===== src/rtl/mips_register_file_pkg.sv =====
// Shared constants and helpers for the MIPS 32 x 32-bit register file.
package mips_register_file_pkg;

    localparam int DATA_WIDTH = 32;
    localparam int ADDR_WIDTH = 5;
    localparam int NUM_REGS   = 32;

    // Named architectural registers.
    localparam logic [ADDR_WIDTH-1:0] REG_ZERO = 5'd0;
    localparam logic [ADDR_WIDTH-1:0] REG_AT   = 5'd1;
    localparam logic [ADDR_WIDTH-1:0] REG_SP   = 5'd29;
    localparam logic [ADDR_WIDTH-1:0] REG_RA   = 5'd31;

    typedef logic [DATA_WIDTH-1:0] word_t;

    // True when the address selects the hardwired-zero register.
    function automatic logic is_reg_zero(input logic [ADDR_WIDTH-1:0] addr);
        return (addr == REG_ZERO);
    endfunction

endpackage


===== src/rtl/mips_register_file_reg32_en.sv =====
// One DATA_WIDTH-bit register: D flip-flops with async active-high clear
// and a load-enable mux in front of D.
module reg32_en
    import mips_register_file_pkg::*;
(
    input  logic                  clk,
    input  logic                  reset,
    input  logic                  en,
    input  logic [DATA_WIDTH-1:0] d_in,
    output logic [DATA_WIDTH-1:0] q_out
);

    logic [DATA_WIDTH-1:0] data_d;
    logic [DATA_WIDTH-1:0] data_q;

    // Load-enable mux: take new data when enabled, otherwise recirculate.
    always_comb begin
        data_d = data_q;
        if (en) begin
            data_d = d_in;
        end else begin
            data_d = data_q;
        end
    end

    // Storage flops; reset clears without waiting for a clock edge.
    always_ff @(posedge clk or posedge reset) begin
        if (reset) begin
            data_q <= {DATA_WIDTH{1'b0}};
        end else begin
            data_q <= data_d;
        end
    end

    assign q_out = data_q;

endmodule


===== src/rtl/mips_register_file.sv =====
// 32 x 32-bit MIPS register file: two combinational read ports, one
// synchronous write port, register $0 hardwired to zero. There is no
// write-through bypass: a same-cycle read sees the old value until the edge.
module mips_register_file
    import mips_register_file_pkg::*;
(
    input  logic                  clk,
    input  logic                  reset,
    input  logic                  reg_write,
    input  logic [ADDR_WIDTH-1:0] read_reg1,
    input  logic [ADDR_WIDTH-1:0] read_reg2,
    input  logic [ADDR_WIDTH-1:0] write_reg,
    input  logic [DATA_WIDTH-1:0] write_data,
    output logic [DATA_WIDTH-1:0] read_data1,
    output logic [DATA_WIDTH-1:0] read_data2
);

    logic                  write_hit_s;
    logic [NUM_REGS-1:1]   wr_en_s;
    logic [DATA_WIDTH-1:0] regs_s [NUM_REGS];

    // Writes to $0 are dropped before decode so register 0 never loads.
    always_comb begin
        write_hit_s = 1'b0;
        if (reg_write && !is_reg_zero(write_reg)) begin
            write_hit_s = 1'b1;
        end else begin
            write_hit_s = 1'b0;
        end
    end

    // One-hot 5-to-32 write decode gated by the write enable.
    always_comb begin
        wr_en_s = '0;
        for (int i = 1; i < NUM_REGS; i++) begin
            wr_en_s[i] = write_hit_s && (write_reg == ADDR_WIDTH'(i));
        end
    end

    // Register $0 has no storage.
    assign regs_s[0] = {DATA_WIDTH{1'b0}};

    genvar gi;
    generate
        for (gi = 1; gi < NUM_REGS; gi++) begin : g_reg
            reg32_en u_reg (
                .clk   (clk),
                .reset (reset),
                .en    (wr_en_s[gi]),
                .d_in  (write_data),
                .q_out (regs_s[gi])
            );
        end
    endgenerate

    // Read port 1: combinational 32:1 select (ALU operand A).
    always_comb begin
        read_data1 = regs_s[read_reg1];
    end

    // Read port 2: combinational 32:1 select (ALU operand B / store data).
    always_comb begin
        read_data2 = regs_s[read_reg2];
    end

endmodule


===== config.mk =====
export PLATFORM = sky130hd
export DESIGN_NAME = mips_register_file
export DESIGN_NICKNAME = d
export VERILOG_FILES = /design/src/rtl/mips_register_file_pkg.sv /design/src/rtl/mips_register_file_reg32_en.sv /design/src/rtl/mips_register_file.sv
export SDC_FILE = /design/constraint.sdc
export NUM_CORES = 2
export LEC_CHECK = 0
export CAP_MARGIN = 10
export CORE_MARGIN = 4
export CORE_UTILIZATION = 35
export DETAILED_ROUTE_END_ITERATION = 8
export GPL_ROUTABILITY_DRIVEN = 0
export SLEW_MARGIN = 20
export SYNTH_ARGS = -nofsm -noshare
export SYNTH_HDL_FRONTEND = slang
export SYNTH_SLANG_ARGS = --single-unit

===== constraint.sdc =====
create_clock -name clk -period 100.5 [get_ports clk]
set_input_delay 25.125 -clock clk [delete_from_list [all_inputs] [get_ports clk]]
set_output_delay 25.125 -clock clk [all_outputs]
set_load 0.03 [all_outputs]

==> results_dict.tcl <==
set metrics [dict create \
    min_period_ns 54.80 \
    worst_clock_skew_ns 0 \
    cts_tree "done" \
    area_growth_pct 11.6 \
    routed-via-count 33600 \
    max_cap_violations 0 \
    syn_inst 3613 \
    hold_viol 0 \
    hold_class "reg -> reg" \
    avgRoutedWirePerCell_um 29.9 \
    r2r-end "g_reg[17].u_reg.q_out[19]" \
    hold_end "g_reg[17].u_reg.q_out[16]" \
    pin_count 114 \
    leakage_nw 25.3 \
    dpl_cell_area_um2 56000 \
    antenna_found_initial 21 \
    tightest_slew_ns 1.10 \
    numClockSinks 992 \
    hold_depth 1 \
    clkSlewWorstSetupHoldPaths_ns 0.06 \
    synth_seq_area_share 0.466 \
    firstDrtPassIters 7 \
    crit_type "in -> out" \
    ys_seq_elements 992 \
    setup_tns_ns 0 \
    syn_area_per_cell_um2 14.8 \
    cts.repair.resized 0 \
    rows 142 \
    die_y_um 398 \
    root_buffer "clkbuf_16" \
    numCtsBuffers 109 \
    clockBufferDepth 3 \
    whs_ns 0.506 \
    grt_pass1_vias 35000 \
    stdcell_area_um2 59500 \
    drt_first_iter_violations 2778 \
    ff2ff_setup_slack_ns 99.68 \
    numPortBuffers 113 \
    holdBufCountCts 0 \
    final_cell_mix "dfrtp_1, mux2_2, mux4_2" \
    syn-num-nets 3663 \
    pre_cts_slack_ns 45.73 \
    min_period_over_period 0.545 \
    yosys_warnings 0 \
    r2r_start "g_reg[17].u_reg.q_out[19]" \
    die_area_um2 159000 \
    ant_nets 0 \
    slew_headroom 0.262 \
    finalMaxSlewViolations 0 \
    vias_per_cell 5.98 \
    grt_setup_unrepaired "false" \
    crit_path_end_kind "primary output" \
    final_util 0.395 \
    core_um2 151000 \
    min_from "g_reg[17].u_reg.q_out[16]" \
    syn-cell-area_um2 53300 \
    setup_slack_ns 45.70 \
    critPathLaunchType "primary input" \
    layout_commonest_cell "dfrtp_1" \
    grt_max_degree 115 \
    ys_types 31 \
    largest_reg_flops 992 \
    timing.fmax_mhz 18.2 \
    setup_viol 0 \
    fill_cells 14100 \
    routed_wl_mm 168 \
    status "finished clean" \
    start_util 0.354 \
    h-tree-depth 3 \
    final_layout_size_suffix_gt1_frac 0.453 \
    worstPathArrival_ns 29.67 \
    place_hpwl_mm 97.2 \
    final_nets 3563 \
    critPathRequiredTime_ns 75.38 \
    ir_drop_v 0.0000149 \
    cts_setup_buffers 0 \
    post-route-drc-count 0 \
    worstPathMaxFanout 46 \
    grt_pass1_wl_mm 247 \
    track_usage 0.211 \
    rr_worst_depth 1 \
    clk_latency_ns 0.72 \
    die_w_um 398 \
    power_density_nw_per_um2 20.0 \
    overflow 0 \
]
==> synth_stat cells <==
master,count,area (um^2)
nor2_1,14,52.6
buf_4,32,240
mux2_2,923,10400
buf_6,6,67.6
a22o_1,191,1670
clkbuf_1,201,754
inv_1,3,11.3
o21ai_1,39,195
mux4_2,384,8650
or3_1,2,12.5
a211oi_1,64,480
buf_2,156,781
nor3_1,3,15.0
buf_1,14,52.6
nand2_1,16,60.1
o21ai_0,25,125
or4_1,2,15.0
and4bb_1,1,12.5
o31ai_1,64,480
nand2b_1,5,31.3
mux2_1,132,1490
nor2b_1,12,75.1
and2_1,66,413
o22ai_1,64,400
dfrtp_1,992,24800
nand4_1,1,6.26
nor4b_1,1,8.76
clkbuf_2,1,5.00
nor4_2,2,25.0
nand4b_1,3,26.3
mux2i_1,194,1940
==> critical path: stages <==
cell	delay, ns
buf_8	0.36
buf_4	0.65
buf_4	0.61
nand2b_2	0.53
buf_4	0.45
o22ai_1	0.17
a211oi_1	0.08
o31ai_1	0.75
clkdlybuf4s50_1	0.82
==> metal layers <==
| layer | part of all wire | track usage | vias up |
|---|---|---|---|
| met5 | 0.00024 | 0 | - |
| met2 | 0.47 | 0.339 | 1064 |
| li1 | - | - | 13800 |
| met3 | 0.066 | 0.0395 | 269 |
| met4 | 0.028 | 0.0636 | 6 |
| met1 | 0.43 | 0.291 | 18500 |
==> per-stage QoR <==
step	total power, mW	cells
5_1_grt	1.25	5614
3_5_place_dp	0.793	5418
4_1_cts	1.20	5612
3_3_place_gp	0.785	5418
2_1_floorplan	0.723	3613
6_report	1.19	5619
==> report_power, final <==
group | internal [mW] | total [mW] | switching [mW]
combinational | 0.147 | 0.253 | 0.106
sequential | 0.478 | 0.532 | 0.0543
clock | 0.235 | 0.406 | 0.170
total | 0.861 | 1.19 | 0.331
==> logic make-up after synthesis <==
kind of cell,count (synthesis),share of synthesized area
buffers and inverters,413,0.0359
AOI/OAI and AO/OA,447,0.0629
muxes,1633,0.421
and+or+nand+nor,128,0.0141
DFF,992,0.466
==> how the worst max path moves through the flow <==
stage / from / end / slack [ns] / depth (start not counted)
2_1_floorplan: reset / g_reg[10].u_reg.q_out[0] / 47.47 / 1
3_3_place_gp: read_reg1[0] / read_data1[22] / 45.74 / 8
3_5_place_dp: read_reg1[0] / read_data1[22] / 45.73 / 8
4_1_cts: read_reg2[2] / read_data2[1] / 45.73 / 9
5_1_grt: read_reg2[2] / read_data2[1] / 45.55 / 9
6_report: read_reg2[2] / read_data2[30] / 45.70 / 9
==> final cells by class <==
type                            instances  area (um^2)  area share
Antenna cell                            7         17.5    0.000294
Timing Repair Buffer                  199         1730      0.0291
Sequential cell                       992        24800       0.417
Multi-Input combinational cell       2208        26800       0.451
Inverter                                3         18.8    0.000315
Clock buffer                          163         3170      0.0533
Clock inverter                         31          403     0.00677
Tap cell                             2016         2520      0.0424
No activity file was read; power rests on OpenSTA's default activity.
